## src/rtl/ysyx_210544_ibus_axi_rd_pkg.sv

```systemverilog
// Shared widths and AXI constants for the instruction-bus AXI read bridge.
package ysyx_210544_ibus_axi_rd_pkg;

    localparam int BUS_64 = 64;
    localparam int BUS_32 = 32;

    localparam logic [2:0] AXI_SIZE_4B    = 3'b010;
    localparam logic [1:0] AXI_BURST_INCR = 2'b01;
    localparam logic [1:0] AXI_RESP_OKAY  = 2'b00;

    // Pick the 32-bit instruction lane out of a 64-bit read beat.
    function automatic logic [BUS_32-1:0] lane_select(input logic [BUS_64-1:0] data,
                                                      input logic            upper);
        return upper ? data[63:32] : data[31:0];
    endfunction

endpackage

```

## src/rtl/ysyx_210544_ibus_axi_rd.sv

```systemverilog
// Instruction fetch bus to AXI read bridge: one single-beat read per request,
// with a registered one-cycle ack carrying the selected 32-bit lane.
module ysyx_210544_ibus_axi_rd
    import ysyx_210544_ibus_axi_rd_pkg::*;
#(
    parameter logic [3:0] AXI_ID  = 4'd0,
    parameter logic [7:0] AXI_LEN = 8'd0
) (
    input  logic              clk,
    input  logic              rst,

    input  logic              i_bus_req,
    input  logic [BUS_64-1:0] i_bus_addr,
    output logic              o_bus_ack,
    output logic [BUS_32-1:0] o_bus_rdata,
    output logic              o_bus_err,

    output logic              o_axi_ar_valid,
    input  logic              i_axi_ar_ready,
    output logic [BUS_64-1:0] o_axi_ar_addr,
    output logic [3:0]        o_axi_ar_id,
    output logic [7:0]        o_axi_ar_len,
    output logic [2:0]        o_axi_ar_size,
    output logic [1:0]        o_axi_ar_burst,

    input  logic              i_axi_r_valid,
    output logic              o_axi_r_ready,
    input  logic [BUS_64-1:0] i_axi_r_data,
    input  logic [1:0]        i_axi_r_resp,
    input  logic              i_axi_r_last,
    input  logic [3:0]        i_axi_r_id
);

    localparam logic [1:0] IDLE = 2'd0;
    localparam logic [1:0] ADDR = 2'd1;
    localparam logic [1:0] DATA = 2'd2;
    localparam logic [1:0] ACK  = 2'd3;

    logic [1:0]        state;
    logic [BUS_64-1:0] addr_q;

    // Single-beat reads only, so the beat's last flag and id carry no information.
    logic unused_r_fields;
    assign unused_r_fields = ^{i_axi_r_last, i_axi_r_id};

    // The AR address comes straight from the latched request address register.
    assign o_axi_ar_addr  = addr_q;
    assign o_axi_ar_id    = AXI_ID;
    assign o_axi_ar_len   = AXI_LEN;
    assign o_axi_ar_size  = AXI_SIZE_4B;
    assign o_axi_ar_burst = AXI_BURST_INCR;

    // Fetch FSM: latch request, issue AR, wait for the beat, pulse ack, return to IDLE.
    always_ff @(posedge clk) begin
        if (rst) begin
            state          <= IDLE;
            addr_q         <= '0;
            o_bus_ack      <= 1'b0;
            o_bus_rdata    <= '0;
            o_bus_err      <= 1'b0;
            o_axi_ar_valid <= 1'b0;
            o_axi_r_ready  <= 1'b0;
        end else begin
            o_bus_ack <= 1'b0;
            case (state)
                IDLE: begin
                    if (i_bus_req) begin
                        addr_q         <= i_bus_addr;
                        o_axi_ar_valid <= 1'b1;
                        o_bus_err      <= 1'b0;
                        state          <= ADDR;
                    end
                end
                ADDR: begin
                    if (i_axi_ar_ready) begin
                        o_axi_ar_valid <= 1'b0;
                        o_axi_r_ready  <= 1'b1;
                        state          <= DATA;
                    end
                end
                DATA: begin
                    if (i_axi_r_valid) begin
                        o_axi_r_ready <= 1'b0;
                        o_bus_ack     <= 1'b1;
                        if (i_axi_r_resp != AXI_RESP_OKAY) begin
                            o_bus_err   <= 1'b1;
                            o_bus_rdata <= '0;
                        end else begin
                            o_bus_rdata <= lane_select(i_axi_r_data, addr_q[2]);
                        end
                        state <= ACK;
                    end
                end
                ACK: begin
                    state <= IDLE;
                end
                default: begin
                    state <= IDLE;
                end
            endcase
        end
    end

endmodule

```

## config.mk

```make
export PLATFORM = sky130hd
export DESIGN_NAME = ysyx_210544_ibus_axi_rd
export DESIGN_NICKNAME = d
export VERILOG_FILES = /design/src/rtl/ysyx_210544_ibus_axi_rd_pkg.sv /design/src/rtl/ysyx_210544_ibus_axi_rd.sv
export SDC_FILE = /design/constraint.sdc
export NUM_CORES = 1
export LEC_CHECK = 0
export BUFFER_PORTS_ARGS = -buffer_cell sky130_fd_sc_hd__buf_2
export CORE_MARGIN = 5
export CORE_UTILIZATION = 44
export CTS_BUF_LIST = sky130_fd_sc_hd__clkbuf_4 sky130_fd_sc_hd__clkbuf_8 sky130_fd_sc_hd__clkbuf_16
export DETAILED_ROUTE_END_ITERATION = 6
export PLACE_DENSITY = 0.81
export SLEW_MARGIN = 30
export SYNTH_ARGS = -nofsm -noshare
export SYNTH_HDL_FRONTEND = slang
export SYNTH_SLANG_ARGS = --single-unit
export TNS_END_PERCENT = 30
```

## constraint.sdc

```tcl
create_clock -name clk -period 1.73 [get_ports clk]
set_input_delay 0.173 -clock clk [delete_from_list [all_inputs] [get_ports clk]]
set_output_delay 0.173 -clock clk [all_outputs]
set_load 0.05 [all_outputs]
```

Word-level counts from Yosys, hierarchy flattened
Index checks and enable logic that the tools add are counted.
- bitwise operators: 1
- multiplexer cells: 17
- reduce and logical (&&, ||, !) cells: 12
- equality and inequality tests: 7
- operators with widths (operator ; count):
    32-bit 2-to-1 mux ; 2
    3-bit AND reduction ; 3
    1-bit 2-to-1 mux ; 8
    2-bit inequality test, second input constant ; 4
    2-bit one-hot mux with 4 select lines ; 1
    2-bit nonzero test ; 4
    2-bit 2-to-1 mux ; 3
    1-bit one-hot mux with 2 select lines ; 3
    2-bit equality test, second input constant ; 2
    2-bit AND reduction ; 2
    4-bit AND reduction ; 1
    2-bit by 1-bit equality test with 1-bit output, second input constant ; 1
    2-bit logical NOT ; 1
    2-bit OR reduction ; 1
    1-bit inverter ; 1
- word-level logic and storage cells: 44
- register bits: 102
- output and inout port bits: 117
- bits of input ports: 140

Logic depth before layout (Yosys ltp)
- depth after elaboration: 4
- mapped depth: 7
- mapped depth without buffers: 5

Worst setup path before layout
OpenSTA, ideal clock, no wires.
- path kind: register -> register
- start: register addr_q[2], in the netlist o_axi_ar_addr[2]
- end: register o_bus_rdata[0]
- path slack: 0.133 ns
- required time: 1.602 ns
- buffers on the path: 2
- cell stages (with the launch flop): 6
- arrival: 1.469 ns
- setup time: 0.128 ns
- path through: dfxtp_1 buf_6 buf_6 mux2_4 a22oi_1 nor2_1
- longest elaborated chain between the ends: 2
- RTL lines (what ; line ; RTL):
    from (decl) ; ysyx_210544_ibus_axi_rd.sv:40 ; logic [BUS_64-1:0] addr_q;
    from (signal assigned) ; ysyx_210544_ibus_axi_rd.sv:68 ; addr_q <= i_bus_addr;
    32-bit 2-to-1 mux ; ysyx_210544_ibus_axi_rd_pkg.sv:14 ; return upper ? data[63:32] : data[31:0];
    32-bit 2-to-1 mux ; ysyx_210544_ibus_axi_rd.sv:85 ; if (i_axi_r_resp != AXI_RESP_OKAY) begin
    to (signal assigned) ; ysyx_210544_ibus_axi_rd.sv:89 ; o_bus_rdata <= lane_select(i_axi_r_data, addr_q[2]);
    to (decl) ; ysyx_210544_ibus_axi_rd.sv:15 ; output logic [BUS_32-1:0] o_bus_rdata,
Every way passes these cells.
A chain may end at the register's enable or synchronous reset.

Worst setup path in the final report
- start: register state[1]
- end: register state[0]
- longest elaborated chain between the ends: 3
- RTL lines (what ; line ; RTL):
    from (decl) ; ysyx_210544_ibus_axi_rd.sv:39 ; logic [1:0] state;
    from (signal assigned) ; ysyx_210544_ibus_axi_rd.sv:56 ; state <= IDLE;
    from (signal assigned) ; ysyx_210544_ibus_axi_rd.sv:71 ; state <= ADDR;
    from (signal assigned) ; ysyx_210544_ibus_axi_rd.sv:78 ; state <= DATA;
    2-bit by 1-bit equality test with 1-bit output, or another cell as far along ; ysyx_210544_ibus_axi_rd.sv:65 ; case (state)
    2-bit inequality test (no line) ; - ;
    3-bit AND reduction (no line) ; - ;
Parallel ways exist; a longest one is shown, timed or not.

==> results.py <==
metrics = {
    "outcome": {
        "status": "complete, no violations",
    },
    "sta": {
        "fin_ws_ns": 0.129,
        "setup_viol": 0,
        "hold_viol_final": 0,
        "rsz0062_at_grt": "false",
        "maxSlewViolCount": 0,
        "clock_skew_ns": 0.00772,
        "max_freq_ghz": 0.624,
        "worst_hold_slack_ns": 0.0450,
        "timing.final.crit_period_ns": 1.60,
        "fin_crit_sh_pct": 92.6,
        "fin_tns_setup_ns": 0,
    },
    "synthesis": {
        "syn_area_sq_um": 4330,
        "synthArstFlopShare_pct": 0,
        "synth.avg_cell_area_sq_um": 8.91,
        "yosys.area.top_type_share_pct": 47.2,
        "yosysTopAreaCell": "dfxtp_1",
        "ys_warn_count": 0,
        "syn_inst": 486,
        "synth-seq-cells": 102,
        "synth_edf_count": 0,
        "synthFlopType": "dfxtp_1",
        "yosysUniqueCellTypes": 33,
        "synth_seq_area_share_pct": 47.2,
        "ys_top_cells_by_area": "dfxtp_1 (47%), nand2_1 (11%), mux2_4 (10%)",
    },
    "setup_path": {
        "critPathKind": "flop to flop",
        "path_max_fanout": 5,
        "cp.arrival_ns": 1.87,
        "worst-path-buf-inv": 1,
        "crit_required_ns": 1.99,
        "end_kind": "flop",
        "slowest_delay_ns": 0.51,
        "path_cells": "inv_1 > ha_1 > nor2b_4 > or4_1 > o31ai_1",
        "start_kind": "flop",
        "crit_family": "simple AND/OR/NAND/NOR gates",
        "cp_slowest_cell": "or4_1",
    },
    "floorplan": {
        "die_h_um": 109,
        "core_sq_um": 9680,
        "ios": 257,
        "rows": 36,
        "start_util_pct": 44.7,
        "die_width_um": 109,
        "dieArea_sq_um": 11900,
    },
    "finish": {
        "final_layout_size_suffix_gt1_share_pct": 41.9,
        "nNetsFinal": 848,
        "diodes": 0,
        "final_cell_mix": "buf_2 (233), nand2_1 (131), dfxtp_1 (101)",
        "syn2layout_area_growth_pct": 31.1,
        "fin_area_sq_um": 5680,
        "final_common_cell": "buf_2",
    },
    "clock_tree": {
        "clkSlewWorstSetupHoldPaths_ns": 0.09,
        "numCtsBuffers": 9,
        "htree_levels": 3,
        "insertion_delay_ns": 0.35,
        "post_cts_buffers": 0,
        "cts_tree": "built",
        "clk_path_buf_depth": 2,
        "cts_sinks": 102,
        "cts-root-buf": "clkbuf_8",
    },
    "power": {
        "total_leakage_power_nw": 2.79,
        "power.density_nw_per_um2": 1320,
        "vdd_drop_max_mv": 0.544,
        "power_w": 0.00750,
    },
    "detailed_routing": {
        "drt_pre_antenna_iters": 5,
        "ant_nets": 0,
        "wire_per_inst_um": 14.2,
        "vias": 4059,
        "post-route-drc-count": 0,
        "wirelength_um": 11900,
        "avgViaCountPerCell": 4.83,
        "drt_iter0_drc": 192,
    },
    "global_route": {
        "grt_max_degree": 65,
        "gr-total-overflow": 0,
        "antenna_found_initial": 0,
        "grt.total_usage_pct": 18.7,
        "grt_pass1_wl_um": 17900,
        "grt_pass1_vias": 3995,
    },
    "place": {
        "globalplace.congestion": 0.831,
        "place_ws_ns": 0.00537,
        "dpl_cell_area_sq_um": 5470,
        "io_buffers": 234,
        "hpwl_um": 8920,
    },
    "worst_hold_path": {
        "hold_class": "input port to flop",
    },
    "flow_run": {
        "cap_violations": 0,
    },
}
cells by family (layout without fill, tap and decap cells):
family / after synthesis / in the layout / synth area share, %
buffers and inverters: 56 / 262 / 8.70
adder cells (fa/ha/maj): 6 / 6 / 1.73
AND/OR/NAND/NOR: 180 / 180 / 16.7
multiplexers: 33 / 33 / 11.1
other: 2 / 17 / 0.173
flip-flops: 102 / 102 / 47.2
AO/OA/AOI/OAI: 107 / 107 / 14.5
worst reg2reg max path, cell delays in order (launching register included):
cell     delay (ns)
dfxtp_1        0.39
inv_1          0.11
ha_1           0.26
nor2b_4        0.16
or4_1          0.51
o31ai_1        0.08
final cells by class:
cell class,count,area [sq um]
fillers,861,4010
flip-flops and latches,102,2040
multi-input cells,343,1980
repair buffers,242,1300
well taps,133,166
clock buffers,12,153
clock inverters,4,22.5
inverters,4,15.0
worst paths after layout:
path / cells past startpoint / slack [ns] / end / start
worst max register to register: 5 / 0.13 / state[0]$_SDFFE_PP0P_ / state[1]$_SDFFE_PP0P_
worst max-delay path: 5 / 0.13 / state[0]$_SDFFE_PP0P_ / state[1]$_SDFFE_PP0P_
worst min register to register: 2 / 0.46 / o_axi_ar_addr[33]$_SDFFE_PP0P_ / o_axi_ar_addr[33]$_SDFFE_PP0P_
worst min-delay path: 3 / 0.05 / o_axi_ar_addr[48]$_SDFFE_PP0P_ / i_bus_addr[48]
Yosys cell counts (all sizes together) (2+ instances only):
| master | instances |
|---|---|
| o21ai | 3 |
| dfxtp | 102 |
| conb | 2 |
| nand2b | 2 |
| inv | 4 |
| ha | 6 |
| nor2b | 3 |
| mux2 | 32 |
| a22oi | 32 |
| a21oi | 67 |
| nor2 | 34 |
| clkbuf | 14 |
| nand2 | 132 |
| buf | 38 |
power breakdown:
| part | leakage, nW | switching (W) | internal, W |
|---|---|---|---|
| Sequential | 0.833 | 0.000188 | 0.00269 |
| Combinational | 1.86 | 0.00228 | 0.00100 |
| Clock | 0.0930 | 0.000760 | 0.000589 |
layer usage:
layer	vias to the layer above	global-route usage [%]	routed length, um
li1	2007	-	-
met1	1827	19.7	4460
met2	198	33.2	5880
met3	27	7.34	1290
met4	0	7.93	291
met5	-	0	0
what timing repair did:
| item | CTS | global route |
|---|---|---|
| hold buffers | 0 | 0 |
| gates cloned | 0 | 1 |
| endpoints found under the setup margin | 5 | 10 |
| gates resized for setup | 1 | 0 |
registers in the layout, summed over array words and instances (netlist names):
register / flops
o_axi_ar_addr: 64
o_axi_ar_valid: 1
o_axi_r_ready: 1
o_bus_ack: 1
o_bus_err: 1
o_bus_rdata: 32
state: 2
metrics by stage:
stage          util (%)  std cells
2_1_floorplan         -        501
3_3_place_gp       56.5        823
3_5_place_dp       56.5        823
4_1_cts            58.4        839
5_1_grt            58.6        840
6_report           58.6        840
No activity file was read; power rests on OpenSTA's default activity.
